$ cat config.mk
export PLATFORM = sky130hd
export DESIGN_NAME = hexkey_scanner
export DESIGN_NICKNAME = d
export VERILOG_FILES = /design/src/rtl/hexkey_scanner.sv
export SDC_FILE = /design/constraint.sdc
export NUM_CORES = 1
export LEC_CHECK = 0
export CORE_ASPECT_RATIO = 0.5
export CORE_MARGIN = 3
export CORE_UTILIZATION = 30
export DETAILED_ROUTE_END_ITERATION = 10
export DONT_BUFFER_PORTS = 1
export PLACE_DENSITY_LB_ADDON = 0.05
export SYNTH_ARGS = -nofsm -noshare
export SYNTH_HDL_FRONTEND = slang
export SYNTH_SLANG_ARGS = --single-unit
$ cat constraint.sdc
create_clock -name clk -period 2.3 [get_ports clk]
set_input_delay 0.46 -clock clk [delete_from_list [all_inputs] [get_ports clk]]
set_output_delay 0.46 -clock clk [all_outputs]
set_load 0.05 [all_outputs]
$ cat src/rtl/hexkey_scanner.sv
// hexkey_scanner: keypad matrix scanner, debounce, key encode, valid/ack hand-off.
// Define HEXKEY_SCANNER_REPEAT_EN to add auto-repeat while a key stays held.
module hexkey_scanner #(
   parameter int N_ROWS       = 4,
   parameter int N_COLS       = 4,
   parameter int SCAN_DIV     = 10000,
   parameter int DEBOUNCE_CNT = 50000,
`ifdef HEXKEY_SCANNER_REPEAT_EN
   parameter int REPEAT_DLY   = 5000000,
   parameter int REPEAT_PER   = 1000000,
`endif
   localparam int CODE_W      = $clog2(N_ROWS*N_COLS)
) (
   input  logic              clk,
   input  logic              rst,
   input  logic [N_ROWS-1:0] row_in,
   output logic [N_COLS-1:0] col_drive,
   output logic [CODE_W-1:0] key_code,
   output logic              key_valid,
   input  logic              key_ack,
   output logic              key_held,
   output logic              overrun
);

   localparam int ROW_W = (N_ROWS > 1) ? $clog2(N_ROWS) : 1;
   localparam int COL_W = (N_COLS > 1) ? $clog2(N_COLS) : 1;
   localparam int DW_W  = $clog2(SCAN_DIV + 1);
   localparam int DB_W  = $clog2(DEBOUNCE_CNT + 1);

   localparam logic [DW_W-1:0]  DW_LAST  = DW_W'(SCAN_DIV - 1);
   localparam logic [DB_W-1:0]  DB_MAX   = DB_W'(DEBOUNCE_CNT);
   localparam logic [DB_W-1:0]  DB_LAST  = DB_W'(DEBOUNCE_CNT - 1);
   localparam logic [COL_W-1:0] COL_LAST = COL_W'(N_COLS - 1);

`ifdef HEXKEY_SCANNER_REPEAT_EN
   localparam int RP_MAX = (REPEAT_DLY > REPEAT_PER) ? REPEAT_DLY : REPEAT_PER;
   localparam int RP_W   = $clog2(RP_MAX + 1);
   localparam logic [RP_W-1:0] RP_DLY_LAST = RP_W'(REPEAT_DLY - 1);
   localparam logic [RP_W-1:0] RP_PER_LAST = RP_W'(REPEAT_PER - 1);
`endif

   typedef enum logic [1:0] {
      SCAN,
      DEBOUNCE,
      HELD
   } state_t;

   state_t            state_q, state_d;
   logic [DW_W-1:0]   dwell_q, dwell_d;
   logic [DB_W-1:0]   cnt_q, cnt_d;
   logic [COL_W-1:0]  col_q, col_d, col_nxt;
   logic [ROW_W-1:0]  row_q, row_d, low_row;
   logic [N_ROWS-1:0] meta_q, rs_q;
   logic [CODE_W-1:0] code_q, code_d, code_cur;
   logic              valid_q, valid_d;
   logic              held_q, held_d;
   logic              ovr_q, ovr_d;
   logic              issue, row_hit;

`ifdef HEXKEY_SCANNER_REPEAT_EN
   logic [RP_W-1:0]   rep_cnt_q, rep_cnt_d;
   logic              rep_first_q, rep_first_d;
`endif

   assign row_hit  = rs_q[row_q];
   assign col_nxt  = (col_q == COL_LAST) ? '0 : col_q + 1'b1;
   assign code_cur = CODE_W'(row_q) * CODE_W'(N_COLS) + CODE_W'(col_q);

   always_comb begin
      col_drive        = '0;
      col_drive[col_q] = 1'b1;
   end

   // Lowest asserted row wins when several rows close on one column.
   always_comb begin
      low_row = '0;
      for (int i = N_ROWS - 1; i >= 0; i--) begin
         if (rs_q[i]) low_row = ROW_W'(i);
      end
   end

   always_comb begin
      state_d = state_q;
      dwell_d = dwell_q;
      cnt_d   = cnt_q;
      col_d   = col_q;
      row_d   = row_q;
      held_d  = held_q;
      issue   = 1'b0;
`ifdef HEXKEY_SCANNER_REPEAT_EN
      rep_cnt_d   = rep_cnt_q;
      rep_first_d = rep_first_q;
`endif
      unique case (state_q)
         SCAN: begin
            if (dwell_q == DW_LAST) begin
               dwell_d = '0;
               if (|rs_q) begin
                  row_d   = low_row;
                  cnt_d   = '0;
                  state_d = DEBOUNCE;
               end else begin
                  col_d = col_nxt;
               end
            end else begin
               dwell_d = dwell_q + 1'b1;
            end
         end
         DEBOUNCE: begin
            if (cnt_q == DB_MAX) begin
               issue   = 1'b1;
               held_d  = 1'b1;
               cnt_d   = '0;
               state_d = HELD;
`ifdef HEXKEY_SCANNER_REPEAT_EN
               rep_cnt_d   = '0;
               rep_first_d = 1'b1;
`endif
            end else if (row_hit) begin
               cnt_d = cnt_q + 1'b1;
            end else begin
               cnt_d   = '0;
               col_d   = col_nxt;
               state_d = SCAN;
            end
         end
         HELD: begin
            if (!row_hit && cnt_q == DB_LAST) begin
               held_d  = 1'b0;
               cnt_d   = '0;
               col_d   = col_nxt;
               state_d = SCAN;
`ifdef HEXKEY_SCANNER_REPEAT_EN
               rep_cnt_d   = '0;
               rep_first_d = 1'b1;
`endif
            end else begin
               cnt_d = row_hit ? '0 : cnt_q + 1'b1;
`ifdef HEXKEY_SCANNER_REPEAT_EN
               if (rep_cnt_q == (rep_first_q ? RP_DLY_LAST : RP_PER_LAST)) begin
                  issue       = 1'b1;
                  rep_cnt_d   = '0;
                  rep_first_d = 1'b0;
               end else begin
                  rep_cnt_d = rep_cnt_q + 1'b1;
               end
`endif
            end
         end
         default: state_d = SCAN;
      endcase
   end

   // An ack in the issue cycle retires the old code, so no overrun.
   always_comb begin
      code_d  = code_q;
      valid_d = valid_q;
      ovr_d   = ovr_q;
      if (valid_q && key_ack) valid_d = 1'b0;
      if (issue) begin
         code_d  = code_cur;
         valid_d = 1'b1;
         if (valid_q && !key_ack) ovr_d = 1'b1;
      end
   end

   always_ff @(posedge clk) begin
      if (rst) begin
         state_q <= SCAN;
         dwell_q <= '0;
         cnt_q   <= '0;
         col_q   <= '0;
         row_q   <= '0;
         meta_q  <= '0;
         rs_q    <= '0;
         code_q  <= '0;
         valid_q <= 1'b0;
         held_q  <= 1'b0;
         ovr_q   <= 1'b0;
      end else begin
         state_q <= state_d;
         dwell_q <= dwell_d;
         cnt_q   <= cnt_d;
         col_q   <= col_d;
         row_q   <= row_d;
         meta_q  <= row_in;
         rs_q    <= meta_q;
         code_q  <= code_d;
         valid_q <= valid_d;
         held_q  <= held_d;
         ovr_q   <= ovr_d;
      end
   end

`ifdef HEXKEY_SCANNER_REPEAT_EN
   always_ff @(posedge clk) begin
      if (rst) begin
         rep_cnt_q   <= '0;
         rep_first_q <= 1'b1;
      end else begin
         rep_cnt_q   <= rep_cnt_d;
         rep_first_q <= rep_first_d;
      end
   end
`endif

   assign key_code  = code_q;
   assign key_valid = valid_q;
   assign key_held  = held_q;
   assign overrun   = ovr_q;

endmodule
==> Yosys cells after proc, flatten, opt, wreduce, memory -nomap -nowiden <==
Cells that the tools add are included.
{ "word_totals": {"in_bits": 7, "out_inout_bits": 11, "regBits": 51} }
{ "op_classes": {"mux": 36, "n_eq_ne": 14, "reduce_logical": 17, "n_addsub": 4, "magnitude_cmp": 3} }
{ "ops": {"columns": ["op", "count"], "rows": [
  ["16-bit two-way mux", 6],
  ["16-bit one-hot mux with 3 select lines", 1],
  ["16-bit == test, second input constant", 2],
  ["2-bit two-way mux", 15],
  ["16-bit by 1-bit adder with 16-bit output, second input constant", 1],
  ["14-bit by 1-bit adder with 14-bit output, second input constant", 1],
  ["14-bit == test, second input constant", 1],
  ["14-bit two-way mux", 1],
  ["2-bit inequality test, second input constant", 7],
  ["2-bit one-hot mux with 3 select lines", 2],
  ["3-bit AND reduction", 3],
  ["1-bit two-way mux", 8],
  ["2-bit by 3-bit < comparator with 1-bit output, second input constant", 2],
  ["6-bit AND reduction", 1],
  ["4-bit by 2-bit adder with 4-bit output", 1],
  ["2-bit == test, second input constant", 2],
  ["1-bit logical AND", 4],
  ["4-bit AND reduction", 1],
  ["2-bit nonzero test", 2],
  ["4-bit OR reduction", 1],
  ["3-bit inequality test, second input constant", 1],
  ["3-bit nonzero test", 1],
  ["2-bit by 1-bit adder with 2-bit output, second input constant", 1],
  ["1-bit binary-select mux with 2-bit select", 1],
  ["7 further kinds", 8]
]} }

==> Longest topological paths before layout <==
Gate-level depths: netlist of run 1.
{ "logic_depth": {"ltp_word": 6, "ltp_mapped": 8, "depth_no_buf": 7} }

==> Worst setup path before layout of run 1 <==
No wires, ideal clock.
{ "synth_path": {"kind": "register to register", "start": "register cnt_q[11]", "end": "register state_q[1]", "arrival_ns": 2.096, "setup_slack_ns": 0.133, "path_stages_with_launch": 6, "setup_ns": 0.072, "period_less_slack_ns": 2.167, "path_cell_list": "dfxtp_1 -> or4_4 -> or4_4 -> o21a_4 -> a2111oi_4 -> mux2i_1"} }
{ "synth_between": {"elab_chain_cells": 4} }
{ "synth_lines": {"columns": ["item", "line_no", "source"], "rows": [
  ["from (decl)", "50", "logic [DB_W-1:0] cnt_q, cnt_d;"],
  ["from (signal assigned)", "183", "cnt_q <= cnt_d;"],
  ["16-bit == test", "128", "if (!row_hit && cnt_q == DB_LAST) begin"],
  ["1-bit logical AND", "128", null],
  ["2-bit inequality test (no line)", null, null],
  ["4-bit AND reduction (no line)", null, null],
  ["to (signal assigned)", "181", "state_q <= state_d;"],
  ["to (decl)", "48", "state_t state_q, state_d;"]
]} }
Several ways; a longest one is shown, not always the timed one.
A chain may end at the register's enable or synchronous reset.

==> Worst setup path in the final report of run 1 <==
{ "layout_path": {"start": "register cnt_q[12]", "end": "register state_q[1]"} }
Same word-level chain as after synthesis.

==> flow_metrics.py, run 1 <==
metrics = {
    "sta": {
        "holdWs_ps": 231,
        "setup_violations": 0,
        "tightest_slew_ps": 729,
        "rsz0062_at_grt": "false",
        "max_slew_margin": 0.512,
        "maxSlewViolCount": 0,
        "tns_ps": 0,
        "fin_skew_ps": 6.65,
        "finalCritPeriodShare": 0.943,
        "clock.fmax_ghz": 0.461,
        "period_minus_slack_ps": 2170,
        "hold_viol": 0,
    },
    "pwr": {
        "irDropWorstVdd_v": 0.000302,
        "powerDensity_nw_per_um2": 579,
        "p_leak_nw": 1.11,
    },
    "floorplan": {
        "die-area_sq_um": 10200,
        "initial_core_util": 0.322,
        "die_h_microns": 72.9,
        "ios": 18,
        "fp-row-count": 23,
        "core-area_sq_um": 8350,
        "die_x_microns": 140,
    },
    "critical_path": {
        "cp_top_family": "simple AND/OR/NAND/NOR gates",
        "max_stage_delay_ps": 570,
        "worstReg2RegStart": "cnt_q[12]",
        "crit_buf_inv": 0,
        "cp_common_cell": "or4_4",
        "cp-start-kind": "flip-flop",
        "worstPathCellList": "or4_4 -> or4_4 -> o21a_4 -> a2111oi_4 -> mux2i_1",
        "arrival_ps": 2390,
        "worst_ep_required_time_ps": 2530,
        "crit_type": "reg -> reg",
        "endpoint_kind": "flip-flop",
        "slowest_stage": "or4_4",
        "cp-startpoint": "cnt_q[12]",
        "path_max_fanout": 5,
    },
    "finish": {
        "fillers": 871,
        "multi_input_comb_area_sq_um": 1590,
        "regArea_sq_um": 1020,
        "utilization": 0.379,
        "antenna_cells": 0,
        "nNetsFinal": 346,
        "final_area_sq_um": 3160,
        "area_delta_synth_final_pct": 17.7,
        "layout-drive-gt1-share": 0.137,
    },
    "global_route": {
        "grt_overflow_total": 0,
        "grt_pass1_vias": 2261,
        "antenna_found_initial": 0,
        "grt.total_usage": 0.130,
        "grt_max_degree": 33,
        "grt_pass1_wl_mm": 10.9,
    },
    "clock_tree": {
        "root_buffer": "clkbuf_16",
        "max-clock-path-buffers": 2,
        "cts.sinks": 51,
        "clkTransAtPathRegs_ps": 70,
        "worstSkewPairLatency_ps": 300,
        "cts-htree-levels": 2,
        "cts_made_buffers": 5,
        "cts_tree": "yes",
    },
    "placement": {
        "place_congestion": 0.757,
        "placed_cell_area_sq_um": 2950,
        "dp_hpwl_mm": 4.52,
        "port_buffers": 0,
    },
    "synth": {
        "asyncSetResetFlopFracSynth": 0,
        "synth_cell_types": 56,
        "synth-seq-cells": 51,
        "synth.top_cell.area_share": 0.380,
        "yosys.area.top_type": "dfxtp_1",
        "post_synth_inst_count": 311,
        "synth.area.top_cells": "dfxtp_1 (38%), ha_1 (5.1%), nand2_1 (4.6%)",
        "yosys_warnings": 0,
        "synth-main-ff-cell": "dfxtp_1",
        "synth_area_sq_um": 2690,
        "synth_seq_area_share": 0.380,
        "synth_edf_count": 0,
        "syn_nets": 329,
        "synth.avg_cell_area_sq_um": 8.64,
    },
    "run": {
        "maxCapViolCount": 0,
    },
    "detailed_routing": {
        "viasPerCell": 5.20,
        "ant_nets": 0,
        "first_pass_iters": 4,
        "routed_wl_mm": 6.34,
        "drc": 0,
        "drt_iter0_drc": 106,
        "vias": 2293,
        "routedWlPerCell_microns": 14.4,
    },
    "outcome": {
        "outcome": "completed",
    },
    "min_path": {
        "min_from": "rst",
        "hold_class": "in -> reg",
    },
}
-- metrics by stage --
stage	total power (W)	worst slack [ps]	cells
2_1_floorplan	0.000960	133	311
4_1_cts	0.00186	14.5	439
3_5_place_dp	0.000966	-48.1	431
5_1_grt	0.00189	6.84	441
6_report	0.00183	130	441
3_3_place_gp	0.000965	1.13	431
-- cell families after synthesis --
| logic type | share of synthesized area |
|---|---|
| simple gates | 0.279 |
| compound gates | 0.213 |
| flops | 0.380 |
| buf+inv | 0.0368 |
| fa+ha+maj | 0.0512 |
| xor+xnor | 0.0163 |
| mux | 0.0238 |
-- cells in the mapped netlist, types with 10 or more instances --
cell type   n
nand3_1    10
dfxtp_1    51
clkbuf_1   12
nor2_1     19
and3_1     13
nand4_1    10
a21oi_1    14
nand2_1    33
a22oi_1    11
ha_1       11
inv_1      13
nor2b_1    12
o31ai_1    11
-- layer usage --
metal | routed length (microns) | vias up | global-route usage | share of wire
li1 | - | 1194 | - | -
met1 | 3290 | 1068 | 0.171 | 0.52
met2 | 2840 | 27 | 0.216 | 0.45
met3 | 180 | 4 | 0.0380 | 0.028
met4 | 40 | 0 | 0.0279 | 0.0063
met5 | 0 | - | 0 | 0
-- state kept, by name, indices dropped and copies added (netlist names) --
name	cells
key_held	1
overrun	1
meta_q	4
state_q	2
dwell_q	14
key_code	4
cnt_q	16
row_q	2
rs_q	4
col_q	2
key_valid	1
-- worst paths after layout --
check	end	depth (start not counted)	slack [ps]
max	state_q[1]	5	130
min	meta_q[0]	1	230
max reg2reg	state_q[1]	5	130
min reg2reg	rs_q[3]	1	440
-- worst register-to-register path, stage by stage (launching register included) --
cell and delay, ps:
dfxtp_1 310, or4_4 550, or4_4 570, o21a_4 240, a2111oi_4 210, mux2i_1 220
-- repair_timing --
item,4_1_cts,5_1_grt
setup buffers,0,2
pin swaps,0,4
hold endpoints to repair,0,0
setup endpoints to repair,8,3
gates cloned,0,0
resized for setup,1,3
hold buffers,0,0
-- report_power, final --
part | internal, W | total (W) | switching, W
Combinational | 0.0000208 | 0.0000441 | 0.0000233
Sequential | 0.000894 | 0.000903 | 0.00000905
Clock | 0.000542 | 0.000884 | 0.000342
Total | 0.00146 | 0.00183 | 0.000375
-- cells in the final DEF, fill, tap and decap left out, types with 2 or more instances in the layout --
cell and count:
or4_1 3, nor2b_1 12, clkbuf_16 5, o21ai_1 2
nand3_1 10, nand2b_1 6, o211a_1 3, nand2_1 33
a22oi_1 11, and3_1 13, nor4b_1 2, o211ai_1 2
a21oi_1 14, a32oi_1 3, buf_4 22, nor4_1 5
nand3b_1 2, or4_4 2, xor2_1 2, nor2_1 19
o311ai_0 2, o31ai_1 11, inv_1 13, mux2i_1 3
dfxtp_1 51, ha_1 10, and2_1 4, xnor2_1 3
nor3_1 7, or2_2 2, nand4_1 10, o21ai_0 7
a31oi_1 6
-- area by class of cell --
type | instances | share of cell area
repair buffers | 23 | 0.0586
well taps | 112 | 0.0443
clock buffers | 6 | 0.0439
flip-flops and latches | 51 | 0.323
multi-input cells | 234 | 0.504
inverters | 13 | 0.0154
clock inverters | 2 | 0.0111
No activity file was read; power rests on OpenSTA's default activity.
==> run 2: changes to the inputs <==
Settings changed: MAX_ROUTING_LAYER from default to met4, SETUP_SLACK_MARGIN from default to 0.02.
==> run 2 against run 1 <==
  * Total power about the same
  * Non-clock buffer count is the same
  * First-iteration DRC count fell by 1.9%
  * Critical endpoint unchanged
  * Largest power group unchanged
  * Highest routed layer unchanged
==> flow_metrics.py, run 2 (synthesis results as in run 1) <==
metrics = {
    "finish": {
        "reg.largest.list": "cnt_q: 16 flops, dwell_q: 14 flops",
        "largest_reg_flops": 16,
        "layout-drive-gt1-share": 0.140,
        "nNetsFinal": 346,
        "area_delta_synth_final_pct": 17.8,
        "antenna_cells": 0,
        "final_common_cell": "dfxtp_1",
        "regMostFlops": "cnt_q",
        "final_cell_mix": "dfxtp_1 (51), nand2_1 (33), buf_4 (22)",
        "fillers": 870,
    },
    "pwr": {
        "p_leak_nw": 1.11,
        "clkPwrFrac": 0.483,
        "finalPower_w": 0.00183,
        "p_seq_frac": 0.492,
        "switchingPower_w": 0.000377,
        "irDropWorstVdd_v": 0.000303,
        "powerDensity_nw_per_um2": 579,
        "power.internal_w": 0.00146,
        "switching_share": 0.205,
        "combPwrFrac": 0.024,
    },
    "detailed_routing": {
        "vias": 2293,
        "routed_wl_mm": 6.38,
        "ant_nets": 0,
        "drt_iter0_drc": 104,
        "first_pass_iters": 4,
        "drc": 0,
        "viasPerCell": 5.20,
        "routedWlPerCell_microns": 14.5,
    },
    "critical_path": {
        "max_stage_delay_ps": 570,
        "cp_common_cell": "or4_4",
        "slowest_stage": "or4_4",
        "reg2reg_depth": 5,
        "worstPathCellList": "or4_4 -> or4_4 -> o21a_4 -> a2111oi_4 -> mux2i_1",
        "cp-start-kind": "flip-flop",
        "cp_top_family": "simple AND/OR/NAND/NOR gates",
        "rr_endpoint": "state_q[1]",
        "arrival_ps": 2400,
        "endpoint_kind": "flip-flop",
        "path_max_fanout": 5,
        "cp-startpoint": "cnt_q[11]",
        "worstReg2RegStart": "cnt_q[11]",
        "worst_ep_required_time_ps": 2530,
        "crit_type": "reg -> reg",
        "rrSetupSlack_ps": 130,
        "crit_buf_inv": 0,
    },
    "sta": {
        "max_slew_margin": 0.517,
        "hold_viol": 0,
        "clock.fmax_ghz": 0.461,
        "setup_ws_ps": 132,
        "maxSlewViolCount": 0,
        "finalCritPeriodShare": 0.943,
        "rsz0062_at_grt": "false",
        "fin_skew_ps": 7.14,
        "period_minus_slack_ps": 2170,
        "tightest_slew_ps": 722,
        "setup_violations": 0,
    },
    "min_path": {
        "holdPathStages": 1,
        "hold_end": "meta_q[0]",
        "hold_class": "in -> reg",
        "min_from": "rst",
    },
    "global_route": {
        "grt_pass1_wl_mm": 10.9,
        "grt_max_degree": 33,
        "antenna_found_initial": 0,
        "grt_overflow_total": 0,
        "grt.total_usage": 0.134,
        "grt_pass1_vias": 2261,
    },
    "clock_tree": {
        "cts_hold_buf": 0,
        "cts_made_buffers": 5,
        "cts_tree": "yes",
        "root_buffer": "clkbuf_16",
        "cts.sinks": 51,
        "worstSkewPairLatency_ps": 300,
        "max-clock-path-buffers": 2,
        "cts-htree-levels": 2,
        "clkTransAtPathRegs_ps": 70,
    },
    "outcome": {
        "outcome": "completed",
    },
    "floorplan": {
        "ios": 18,
        "core-area_sq_um": 8350,
        "die-area_sq_um": 10200,
        "die_h_microns": 72.9,
        "die_x_microns": 140,
        "fp-row-count": 23,
        "initial_core_util": 0.322,
    },
    "placement": {
        "preCtsSetupSlack_ps": -48.1,
        "port_buffers": 0,
        "dp_hpwl_mm": 4.52,
        "place_congestion": 0.766,
    },
    "run": {
        "maxCapViolCount": 0,
    },
}
[run 2: layer usage]
metal  up-vias  part of all wire  track usage  routed length [microns]
met1      1070              0.52        0.171                     3300
met3         7             0.027       0.0380                      175
met4         0            0.0083       0.0279                       53
met5         -                 0            -                        0
li1       1193                 -            -                        -
met2        23              0.45        0.216                     2850
[run 2: worst max path at each step]
stage	end	slack [ps]	cells past startpoint
after global placement	cnt_q[5]	1	6
after global routing	dwell_q[10]	20	7
after floorplan	state_q[1]	130	5
after CTS	state_q[1]	40	5
final	state_q[1]	130	5
after detailed placement	cnt_q[8]	-50	6
[run 2: area by class of cell]
class | count | area [sq um] | share of cell area
repair buffers | 23 | 185 | 0.0585
multi-input cells | 234 | 1600 | 0.504
clock buffers | 6 | 139 | 0.0439
inverters | 13 | 48.8 | 0.0154
flip-flops and latches | 51 | 1020 | 0.323
well taps | 112 | 140 | 0.0443
clock inverters | 2 | 35.0 | 0.0111
[run 2: timing repair]
| item | 4_1_cts | 5_1_grt |
|---|---|---|
| endpoints found under the hold margin | 0 | 0 |
| resized for setup | 1 | 5 |
| setup buffers | 0 | 2 |
| setup endpoints to repair | 12 | 4 |
| pin swaps | 1 | 4 |
[run 2: stage by stage]
step	hold slack, ps	area [sq um]	util	std cells	setup TNS, ps
final	229	3160	0.379	441	0
after global routing	219	3160	0.379	441	0
after CTS	220	3130	0.375	439	0
after detailed placement	425	2950	0.353	431	-326
after global placement	419	2950	0.353	431	0
after floorplan	414	2690	-	311	0
[run 2: worst reg2reg max path, stage by stage, from the launching register on]
cell,delay (ps)
dfxtp_1,310
or4_4,550
or4_4,570
o21a_4,250
a2111oi_4,210
mux2i_1,220
[run 2: power groups by stage]
| stage | Combinational [W] | Clock (W) | Sequential [W] |
|---|---|---|---|
| 2_1_floorplan | 0.0000401 | 0 | 0.000920 |
| 3_3_place_gp | 0.0000429 | 0 | 0.000922 |
| 6_report | 0.0000441 | 0.000886 | 0.000903 |
| 3_5_place_dp | 0.0000430 | 0 | 0.000923 |
| 4_1_cts | 0.0000443 | 0.000912 | 0.000903 |
| 5_1_grt | 0.0000495 | 0.000940 | 0.000904 |
==> run 3: changes to the inputs <==
Settings changed: CORE_UTILIZATION 30 to 45, TNS_END_PERCENT from default to 5.
==> run 3 against run 2 <==
  * Critical path depth did not move
  * Register-to-register slack got worse by 30 ps
  * Critical endpoint is now state_q[0]
  * Clock power down 5.4%
  * Fmax decreased by 1.6%
  * Via count is essentially flat
  * Die area fell by 31%
  * Worst setup slack got worse by 34 ps
==> flow_metrics.py, run 3 (synthesis results as in run 1) <==
metrics = {
    "outcome": {
        "outcome": "completed",
    },
    "critical_path": {
        "path_max_fanout": 5,
        "cp-startpoint": "cnt_q[11]",
        "crit_buf_inv": 0,
        "slowest_stage": "or4_4",
        "crit_type": "reg -> reg",
        "rrSetupSlack_ps": 100,
        "worst_ep_required_time_ps": 2540,
        "max_stage_delay_ps": 580,
        "cp_top_family": "simple AND/OR/NAND/NOR gates",
        "cp_common_cell": "or4_4",
        "cp.depth": 5,
        "worstPathCellList": "or4_4 -> or4_4 -> o21a_4 -> o41ai_1 -> o311a_1",
        "cp-start-kind": "flip-flop",
        "critPathCapture": "state_q[0]",
        "worstReg2RegStart": "cnt_q[11]",
        "reg2reg_depth": 5,
        "endpoint_kind": "flip-flop",
        "arrival_ps": 2440,
        "rr_endpoint": "state_q[0]",
    },
    "clock_tree": {
        "max-clock-path-buffers": 2,
        "cts-htree-levels": 2,
        "worstSkewPairLatency_ps": 290,
        "cts_hold_buf": 0,
        "cts.sinks": 51,
        "cts_made_buffers": 5,
        "clkTransAtPathRegs_ps": 70,
        "root_buffer": "clkbuf_16",
        "cts_tree": "yes",
        "cts_setup_buffers": 0,
    },
    "placement": {
        "dp_hpwl_mm": 4.05,
        "preCtsSetupSlack_ps": 3.78,
        "dp_cells": 388,
        "place_congestion": 0.821,
        "port_buffers": 0,
    },
    "detailed_routing": {
        "routed_wl_mm": 5.78,
        "drt_iter0_drc": 143,
        "drc": 0,
        "vias": 2292,
        "viasPerCell": 5.79,
        "ant_nets": 0,
        "routedWlPerCell_microns": 14.6,
        "first_pass_iters": 4,
    },
    "pwr": {
        "irDropWorstVdd_v": 0.000272,
        "powerDensity_nw_per_um2": 585,
        "p_leak_nw": 1.08,
    },
    "global_route": {
        "grt_pass1_wl_mm": 9.96,
        "grt_overflow_total": 0,
        "antenna_found_initial": 0,
        "grt_max_degree": 33,
        "grt_pass1_vias": 2118,
        "grt.total_usage": 0.185,
    },
    "min_path": {
        "holdPathStages": 1,
        "hold_class": "in -> reg",
    },
    "floorplan": {
        "ios": 18,
        "fp-row-count": 19,
        "initial_core_util": 0.477,
        "core-area_sq_um": 5630,
        "die_h_microns": 60.6,
        "die-area_sq_um": 6990,
        "die_x_microns": 115,
    },
    "run": {
        "maxCapViolCount": 0,
    },
    "sta": {
        "maxSlewViolCount": 0,
        "period_minus_slack_ps": 2200,
        "tightest_slew_ps": 698,
        "fin_skew_ps": 4.46,
        "rsz0062_at_grt": "true",
        "tns_ps": 0,
        "hold_viol": 0,
        "setup_violations": 0,
        "clock.fmax_ghz": 0.454,
        "setup_ws_ps": 97.3,
        "max_slew_margin": 0.533,
        "finalCritPeriodShare": 0.958,
    },
    "finish": {
        "area_delta_synth_final_pct": 13.5,
        "reg.largest.list": "cnt_q: 16 flops, dwell_q: 14 flops",
        "layout-drive-gt1-share": 0.121,
        "antenna_cells": 0,
        "nNetsFinal": 340,
        "fin_cells": 396,
        "final_common_cell": "dfxtp_1",
        "regMostFlops": "cnt_q",
        "largest_reg_flops": 16,
        "final_cell_mix": "dfxtp_1 (50), nand2_1 (33), nor2_1 (19)",
    },
}
run 3: cell types whose count changed in the layout (fill, tap and decap cells not counted), sizes merged:
cell / change
clkinv: +1
clkbuf: -1
buf: -6
run 3: final cells by class:
class	count	area, sq um
Sequential cell	51	1020
Tap cell	73	91.3
Timing Repair Buffer	17	140
Fill cell	545	2590
Inverter	13	48.8
Clock inverter	3	43.8
Clock buffer	5	125
Multi-Input combinational cell	234	1580
run 3: where the power goes:
part | leakage, nW | switching, W | total, W | internal, W
Combinational | 0.580 | 0.0000229 | 0.0000438 | 0.0000209
Sequential | 0.414 | 0.00000898 | 0.000903 | 0.000894
Clock | 0.0838 | 0.000325 | 0.000838 | 0.000513
Total | 1.08 | 0.000357 | 0.00178 | 0.00143
run 3: worst min path at each step:
| stage | start | end |
|---|---|---|
| after floorplan | meta_q[0] | rs_q[0] |
| after global placement | meta_q[0] | rs_q[0] |
| after detailed placement | meta_q[2] | rs_q[2] |
| after CTS | rst | key_code[3] |
| after global routing | rst | key_valid |
| final | rst | rs_q[2] |
run 3: what timing repair did:
action / in CTS / in global routing
gates cloned: 0 / 0
endpoints found under the setup margin: 8 / 4
resized for setup: 1 / 2
pin swaps: 0 / 5
run 3: worst register-to-register path: cells and delay by family (launching register included):
family,cells,cell delay (ps)
simple gates,2,1150
flops,1,310
compound gates,3,700
run 3: through the flow:
step / hold slack, ps / total power [W] / util / instance area, sq um
after floorplan: 414 / 0.000960 / - / 2690
after global placement: 416 / 0.000964 / 0.509 / 2870
after detailed placement: 428 / 0.000966 / 0.509 / 2870
after CTS: 226 / 0.00181 / 0.540 / 3040
after global routing: 220 / 0.00186 / 0.541 / 3050
final: 238 / 0.00178 / 0.541 / 3050
run 3: per-layer routing:
layer	GRT usage	vias to the layer above	wire length, microns
li1	-	1177	-
met5	-	-	0
met2	0.300	33	2630
met3	0.0448	4	258
met1	0.235	1078	2840
met4	0.0468	0	50
